--- src/rtl/bbtron_pkg.sv ---
// Shared constants, state encoding and small helpers for the bbtron fetch stage.
package bbtron_pkg;

   localparam int ADDR_W     = 10;
   localparam int INSTR_W    = 32;
   localparam int OPCODE_MSB = 31;
   localparam int OPCODE_LSB = 26;
   localparam int CNT_W      = 32;

   localparam logic [5:0]        HALT_OPCODE      = 6'h3F;
   localparam logic [ADDR_W-1:0] RESET_PC_DEFAULT = 10'd0;

   typedef enum logic [0:0] {
      RUN    = 1'b0,
      HALTED = 1'b1
   } fetch_state_t;

   function automatic logic is_halt(input logic [INSTR_W-1:0] instr);
      return (instr[OPCODE_MSB:OPCODE_LSB] == HALT_OPCODE);
   endfunction

   function automatic logic [CNT_W-1:0] sat_inc(input logic [CNT_W-1:0] value);
      return (value == 32'hFFFF_FFFF) ? value : (value + 32'd1);
   endfunction

endpackage

--- src/rtl/fetch_unit_if.sv ---
// Bundle of memory, control and decode-side signals of the fetch stage.
// The fetch_count member exists only when FETCH_PERF_CNT_EN is defined.
interface fetch_unit_if;
   import bbtron_pkg::*;

   logic [ADDR_W-1:0]  mem_addr;
   logic [INSTR_W-1:0] mem_data;
   logic               stall;
   logic               branch_taken;
   logic [ADDR_W-1:0]  branch_target;
   logic               resume;
   logic [INSTR_W-1:0] instr_out;
   logic [ADDR_W-1:0]  pc_out;
   logic               instr_valid;
   logic               halted;
`ifdef FETCH_PERF_CNT_EN
   logic [CNT_W-1:0]   fetch_count;

   modport master (
      output mem_addr, instr_out, pc_out, instr_valid, halted, fetch_count,
      input  mem_data, stall, branch_taken, branch_target, resume
   );
   modport slave (
      input  mem_addr, instr_out, pc_out, instr_valid, halted, fetch_count,
      output mem_data, stall, branch_taken, branch_target, resume
   );
`else
   modport master (
      output mem_addr, instr_out, pc_out, instr_valid, halted,
      input  mem_data, stall, branch_taken, branch_target, resume
   );
   modport slave (
      input  mem_addr, instr_out, pc_out, instr_valid, halted,
      output mem_data, stall, branch_taken, branch_target, resume
   );
`endif

endinterface

--- src/rtl/fetch_unit_pc_reg.sv ---
// Program counter register: load has priority over increment; increment wraps
// modulo 2^ADDR_W.
module pc_reg
   import bbtron_pkg::*;
#(
   parameter logic [ADDR_W-1:0] RESET_PC = RESET_PC_DEFAULT
) (
   input  logic              clock,
   input  logic              reset,
   input  logic              load_en,
   input  logic [ADDR_W-1:0] load_val,
   input  logic              inc_en,
   output logic [ADDR_W-1:0] pc
);

   logic [ADDR_W-1:0] pc_d;
   logic [ADDR_W-1:0] pc_q;

   // Next PC selection
   always_comb begin
      pc_d = pc_q;
      if (load_en) begin
         pc_d = load_val;
      end else if (inc_en) begin
         pc_d = pc_q + 10'd1;
      end else begin
         pc_d = pc_q;
      end
   end

   // PC register
   always_ff @(posedge clock) begin
      if (reset) begin
         pc_q <= RESET_PC;
      end else begin
         pc_q <= pc_d;
      end
   end

   assign pc = pc_q;

endmodule

--- src/rtl/fetch_unit.sv ---
// Fetch stage: PC sequencing, branch flush, stall hold and HALT/resume control.
// Define FETCH_PERF_CNT_EN to add a saturating count of accepted instructions.
module fetch_unit
   import bbtron_pkg::*;
#(
   parameter logic [ADDR_W-1:0] RESET_PC = RESET_PC_DEFAULT
) (
   input  logic         clock,
   input  logic         reset,
   fetch_unit_if.master bus
);

   fetch_state_t       state_d,     state_q;
   logic [INSTR_W-1:0] instr_out_d, instr_out_q;
   logic [ADDR_W-1:0]  pc_out_d,    pc_out_q;
   logic               valid_d,     valid_q;
   logic               halted_d,    halted_q;
   logic               pc_load;
   logic               pc_inc;
   logic               accept;
   logic [ADDR_W-1:0]  pc;

   pc_reg #(
      .RESET_PC (RESET_PC)
   ) u_pc_reg (
      .clock    (clock),
      .reset    (reset),
      .load_en  (pc_load),
      .load_val (bus.branch_target),
      .inc_en   (pc_inc),
      .pc       (pc)
   );

   // Control FSM next-state and output-register next values
   always_comb begin
      state_d     = state_q;
      instr_out_d = instr_out_q;
      pc_out_d    = pc_out_q;
      valid_d     = valid_q;
      halted_d    = halted_q;
      pc_load     = 1'b0;
      pc_inc      = 1'b0;
      accept      = 1'b0;
      case (state_q)
         RUN: begin
            if (bus.branch_taken) begin
               // wrong-path word still loads, but is never marked valid
               pc_load     = 1'b1;
               instr_out_d = bus.mem_data;
               pc_out_d    = pc;
               valid_d     = 1'b0;
            end else if (bus.stall) begin
               valid_d = valid_q;
            end else begin
               accept      = 1'b1;
               pc_inc      = 1'b1;
               instr_out_d = bus.mem_data;
               pc_out_d    = pc;
               valid_d     = 1'b1;
               if (is_halt(bus.mem_data)) begin
                  state_d  = HALTED;
                  halted_d = 1'b1;
               end else begin
                  state_d  = RUN;
                  halted_d = 1'b0;
               end
            end
         end
         HALTED: begin
            valid_d = 1'b0;
            pc_load = bus.branch_taken;
            if (bus.resume) begin
               state_d  = RUN;
               halted_d = 1'b0;
            end else begin
               state_d  = HALTED;
               halted_d = 1'b1;
            end
         end
         default: begin
            state_d  = RUN;
            valid_d  = 1'b0;
            halted_d = 1'b0;
         end
      endcase
   end

   // State and decode-side output registers
   always_ff @(posedge clock) begin
      if (reset) begin
         state_q     <= RUN;
         instr_out_q <= 32'h0000_0000;
         pc_out_q    <= 10'd0;
         valid_q     <= 1'b0;
         halted_q    <= 1'b0;
      end else begin
         state_q     <= state_d;
         instr_out_q <= instr_out_d;
         pc_out_q    <= pc_out_d;
         valid_q     <= valid_d;
         halted_q    <= halted_d;
      end
   end

`ifdef FETCH_PERF_CNT_EN
   logic [CNT_W-1:0] fetch_count_d, fetch_count_q;

   // Saturating count of accepted instructions
   always_comb begin
      fetch_count_d = fetch_count_q;
      if (accept) begin
         fetch_count_d = sat_inc(fetch_count_q);
      end else begin
         fetch_count_d = fetch_count_q;
      end
   end

   // Performance counter register
   always_ff @(posedge clock) begin
      if (reset) begin
         fetch_count_q <= 32'd0;
      end else begin
         fetch_count_q <= fetch_count_d;
      end
   end

   assign bus.fetch_count = fetch_count_q;
`endif

   assign bus.mem_addr    = pc;
   assign bus.instr_out   = instr_out_q;
   assign bus.pc_out      = pc_out_q;
   assign bus.instr_valid = valid_q;
   assign bus.halted      = halted_q;

endmodule

--- src/flat_wrapper.sv ---
// flat-port wrapper written by rule: the top's interface ports become plain ports
module fetch_unit_flat import bbtron_pkg::*;
#(
   parameter logic [ADDR_W-1:0] RESET_PC = RESET_PC_DEFAULT
)
  (clock, reset, bus_mem_addr, bus_instr_out, bus_pc_out, bus_instr_valid, bus_halted, bus_mem_data, bus_stall, bus_branch_taken, bus_branch_target, bus_resume);
  fetch_unit_if bus_i ();
  input  logic clock;
  input  logic reset;
  output wire logic [$bits(bus_i.mem_addr)-1:0] bus_mem_addr;
  output wire logic [$bits(bus_i.instr_out)-1:0] bus_instr_out;
  output wire logic [$bits(bus_i.pc_out)-1:0] bus_pc_out;
  output wire logic [$bits(bus_i.instr_valid)-1:0] bus_instr_valid;
  output wire logic [$bits(bus_i.halted)-1:0] bus_halted;
  input wire logic [$bits(bus_i.mem_data)-1:0] bus_mem_data;
  input wire logic [$bits(bus_i.stall)-1:0] bus_stall;
  input wire logic [$bits(bus_i.branch_taken)-1:0] bus_branch_taken;
  input wire logic [$bits(bus_i.branch_target)-1:0] bus_branch_target;
  input wire logic [$bits(bus_i.resume)-1:0] bus_resume;
  assign bus_mem_addr = bus_i.mem_addr;
  assign bus_instr_out = bus_i.instr_out;
  assign bus_pc_out = bus_i.pc_out;
  assign bus_instr_valid = bus_i.instr_valid;
  assign bus_halted = bus_i.halted;
  assign bus_i.mem_data = bus_mem_data;
  assign bus_i.stall = bus_stall;
  assign bus_i.branch_taken = bus_branch_taken;
  assign bus_i.branch_target = bus_branch_target;
  assign bus_i.resume = bus_resume;
  fetch_unit #(.RESET_PC(RESET_PC)) u_core (.clock(clock), .reset(reset), .bus(bus_i));
endmodule
--- config.mk ---
export PLATFORM = sky130hd
export DESIGN_NAME = fetch_unit_flat
export DESIGN_NICKNAME = d
export VERILOG_FILES = /design/src/rtl/bbtron_pkg.sv /design/src/rtl/fetch_unit_if.sv /design/src/rtl/fetch_unit_pc_reg.sv /design/src/rtl/fetch_unit.sv /design/src/flat_wrapper.sv
export SDC_FILE = /design/constraint.sdc
export NUM_CORES = 1
export LEC_CHECK = 0
export BUFFER_PORTS_ARGS = -buffer_cell sky130_fd_sc_hd__buf_2
export CELL_PAD_IN_SITES_DETAIL_PLACEMENT = 0
export CELL_PAD_IN_SITES_GLOBAL_PLACEMENT = 2
export CORE_UTILIZATION = 27
export DETAILED_ROUTE_END_ITERATION = 12
export GPL_ROUTABILITY_DRIVEN = 0
export MAX_ROUTING_LAYER = met4
export PLACE_DENSITY_LB_ADDON = 0.3
export SLEW_MARGIN = 25
export SYNTH_ARGS = -nofsm -noshare
export SYNTH_HDL_FRONTEND = slang
export SYNTH_SLANG_ARGS = --single-unit
--- constraint.sdc ---
create_clock -name clock -period 2 [get_ports clock]
set_input_delay 0.3 -clock clock [delete_from_list [all_inputs] [get_ports clock]]
set_output_delay 0.3 -clock clock [all_outputs]
set_load 0.05 [all_outputs]
-- Yosys cells after proc, flatten, opt, wreduce, memory -nomap -nowiden
Cells that the tools add are included.
- bits of input ports: 47
- word-level logic and storage cells: 38
- bits in registers: 55
- output and inout bits: 54
- reductions and logical operators: 3
- bitwise gates (word level): 1
- equality and inequality tests: 5
- $add $sub $neg: 1
- mux-type cells: 22
- operators with widths (kind ; count):
    two-way mux 32 bit ; 2
    two-way mux 10 bit ; 4
    two-way mux 1 bit ; 12
    adder 10 x 1 -> 10 bit (second input constant) ; 1
    one-hot mux 1 bit (2 select lines) ; 4
    == test 6 bit (second input constant) ; 1
    != test 2 bit (second input constant) ; 2
    AND reduction 2 bit ; 2
    != test 3 bit (second input constant) ; 1
    != test 2 x 1 -> 1 bit (second input constant) ; 1
    nonzero test 2 bit ; 1
    NOT 1 bit ; 1

-- Logic depth before layout (Yosys ltp)
- depth in word-level cells: 5
- depth in mapped cells: 5
- mapped depth without buffers: 4

-- Hierarchy
Synthesis repeated with hierarchy kept, for this count alone.
- cell total of the unflattened synthesis: 275
- area, all modules: 2453.6 um^2
- modules (own cells, without submodules) (module ; times used ; seq. area each (um^2) ; area each (um^2) ; cells an instance):
    fetch_unit ; 1 ; 900.9 ; 1890.6 ; 207
    pc_reg ; 1 ; 200.2 ; 563.0 ; 68

-- Worst setup path after synthesis
No wires, ideal clock.
- kind: flip-flop to flip-flop
- start: register u_core.u_pc_reg.pc_q[0] (netlist: u_core.u_pc_reg.pc[0])
- end: register u_core.u_pc_reg.pc_q[4] (netlist: u_core.u_pc_reg.pc[4])
- period minus slack after synthesis: 1.979 ns
- stages on the path, launching flop included: 5
- buffers on the path: 0
- setup time: 0.091 ns
- slack: 0.021 ns
- data required time: 1.909 ns
- arrival time: 1.888 ns
- path through: dfxtp_1 -> ha_1 -> or3b_4 -> or3_1 -> a311oi_1
- word-level cells in the longest chain between the ends: 3
- RTL lines (item ; RTL line ; source):
    start: declaration ; fetch_unit_pc_reg.sv:17 ; logic [ADDR_W-1:0] pc_q;
    start signal: assignment ; fetch_unit_pc_reg.sv:36 ; pc_q <= pc_d;
    adder 10 x 1 -> 10 bit ; fetch_unit_pc_reg.sv:25 ; pc_d = pc_q + 10'd1;
    two-way mux 10 bit ; fetch_unit_pc_reg.sv:24 ; end else if (inc_en) begin
    two-way mux 10 bit ; fetch_unit_pc_reg.sv:22 ; if (load_en) begin
No other way between the ends. The select of a mux whose other input is x is not followed.
A chain may end at the register's enable or synchronous reset.

-- Worst setup path after layout
Same ends and word-level chain as after synthesis.

==> out/qor.txt <==
status -> complete, but fails checks
failing checks -> design-rule violations
Multi-input gate area -> 1250 um2
area delta synth->final -> 28.4%
RR Startpoint -> u_core.u_pc_reg.pc[0]$_SDFFE_PP0P_
CTS tree -> yes
post-CTS sizing -> 0
share of post-route cells with drive strength above 1 -> 41.9%
XOR/XNOR share of the synthesized area -> 0.709%
Clk Latency, worst-skew pair -> 0.31 ns
post-synthesis simple-gate area fraction -> 25.0%
asr flop ratio synth -> 0%
CTS clk-pin slew, worst paths -> 0.10 ns
Mapped Area -> 2470 um2
Vias -> 2322
actual slew at the worst max-slew pin -> 0.631 ns
Detailed Route Iter0 Violations -> 92
CTS H-tree lvls -> 2
adder-cell share of the synthesized area -> 0.506%
Rows -> 34
Lkg Pwr -> 1.37 nW
core area -> 8810 um2
Post-synth top flop -> dfxtp_1
VDD IR-drop max -> 331 uV
Congestion Overflow GR -> 0
largest family of logic cells by synthesized area -> simple AND/OR/NAND/NOR gates
Register Area -> 1100 um2
EDFF count, synth -> 0
initial core utilization -> 28.1%
first-pass GRT wire length -> 11100 um
Hold Fails Final Rpt -> 0
layout net count -> 412
# Max-Cap Violations -> 0
WL final -> 6900 um
total die area -> 9540 um2
initial antenna violation count -> 0
largest net degree at the start of global routing -> 56
Worst Path Required -> 2.22 ns
I/O Pins -> 101
Setup crit start -> u_core.u_pc_reg.pc[0]$_SDFFE_PP0P_
Synth Area per Inst -> 8.86 um2
Post-Synthesis Cells -> 279
RSZ-0062 raised after global routing -> no
total track usage -> 15.0%
vias in the first global route -> 2106
CP Class -> reg -> reg
Ys Warns -> 0
Synth Area in Compound Gates -> 23.7%
# hold bufs at CTS -> 0
clk buf depth -> 2
DR pass1 iterations -> 8
worst hold slack -> 0.254 ns
sequential fraction of the synthesis area -> 44.5%
Pwr Density -> 795 nW/um2
fmax -> 570 MHz
Num CTS Buffers -> 5
remaining antenna violation count -> 0
Arr. time, crit path -> 1.98 ns
number of port buffers -> 100
Via-to-Cell Ratio -> 4.91
total chip power -> 2.52 mW
root buf cell -> clkbuf_8
drt drc -> 10
n_diodes -> 0
mux cell area share after synthesis -> 0.405%
Die X -> 97.7 um
WL/cell -> 14.6 um
Final period util -> 87.7%
Num Clock Sinks -> 55
setup_tns -> 0 ns
fillers -> 956
number of synthesized register bits -> 55
crit start category -> flip-flop
final-report setup violation count -> 0
crit end category -> flip-flop
die height -> 97.7 um
Max Fanout on Critical Path -> 7
Synth Net Count -> 327
final max-slew violation count -> 0
Hold Crit Class -> in -> reg
Hold Startpoint -> bus_branch_target[0]
Setup Fix Bufs, Post-CTS -> 0
library cells used by synthesis -> 44
Final HPWL DP -> 4620 um
post-layout min period -> 1.75 ns
Final Core Density -> 36.1%
Max-slew headroom -> 57.7%
Setup Skew -> 0.00829 ns
max reg flops -> 32
## routing by layer
metal	track usage, %	wire length (um)
met1	21.2	3460
met3	2.88	282
met5	-	0
met2	21.7	3090
met4	3.85	67
## worst paths after layout
path / end / slack (ns) / depth (start not counted)
max: u_core.u_pc_reg.pc[4]$_SDFFE_PP0P_ / 0.25 / 4
min: u_core.u_pc_reg.pc[0]$_SDFFE_PP0P_ / 0.25 / 3
max reg2reg: u_core.u_pc_reg.pc[4]$_SDFFE_PP0P_ / 0.25 / 4
min reg2reg: u_core.bus.instr_out[1]$_SDFFE_PP0P_ / 0.47 / 2
## report_power, final
| part | internal [mW] | total (mW) | leakage [nW] | switching [mW] |
|---|---|---|---|---|
| registers | 1.16 | 1.21 | 0.455 | 0.0460 |
| logic | 0.171 | 0.536 | 0.853 | 0.365 |
| clock network | 0.406 | 0.782 | 0.0612 | 0.376 |
| total | 1.74 | 2.52 | 1.37 | 0.787 |
## kinds of logic after synthesis
logic type      Yosys count
mux                       1
simple gates             84
flops                    55
buf+inv                  31
compound gates          105
fa+ha+maj                 1
xor+xnor                  2
## stage by stage
stage | setup slack (ns) | cell area (um2) | cells
after global placement | 0.338 | 3060 | 465
final | 0.246 | 3180 | 473
after detailed placement | 0.269 | 3060 | 465
after global routing | 0.142 | 3180 | 473
after floorplan | 0.0207 | 2470 | 279
after CTS | 0.239 | 3180 | 473
## synthesized netlist by cell type (3+ instances only)
cell / count / area (um2)
and2_1: 4 / 25.0
or3b_2: 33 / 289
a21oi_1: 42 / 210
nor2_1: 8 / 30.0
a311oi_1: 3 / 26.3
and4_1: 3 / 26.3
or3b_1: 9 / 78.8
a211oi_1: 4 / 30.0
dfxtp_1: 55 / 1100
nand4_1: 3 / 18.8
clkbuf_1: 23 / 86.3
inv_1: 3 / 11.3
buf_2: 3 / 15.0
nand2_1: 5 / 18.8
o21ai_0: 44 / 220
## area by class of cell
class	count	area share, %
Inverter	3	0.355
Sequential cell	55	34.7
Clock buffer	6	2.60
Timing Repair Buffer	106	17.6
Tap cell	108	4.26
Clock inverter	2	1.10
Multi-Input combinational cell	193	39.4
## cell usage in the layout (no fill, tap or decap), types with 2 or more instances in the layout
master	instances
a211oi_1	4
a21oi_1	42
a311oi_1	3
a31oi_1	2
and2_1	4
and4_1	3
buf_2	100
buf_4	5
clkbuf_8	6
dfxtp_1	54
inv_1	3
nand2_1	5
nand2b_1	2
nand3_1	2
nand4_1	3
nor2_1	8
o211ai_1	2
o21ai_0	44
o31ai_1	2
or2_2	2
or3_1	2
or3b_1	9
or3b_2	33
## worst max-delay path, stage by stage (launching register included)
cell and delay (ns):
dfxtp_1 0.47, ha_1 0.22, or3b_4 0.41, or3_1 0.32, a311oi_1 0.25
(Power assumes the default switching activity.)
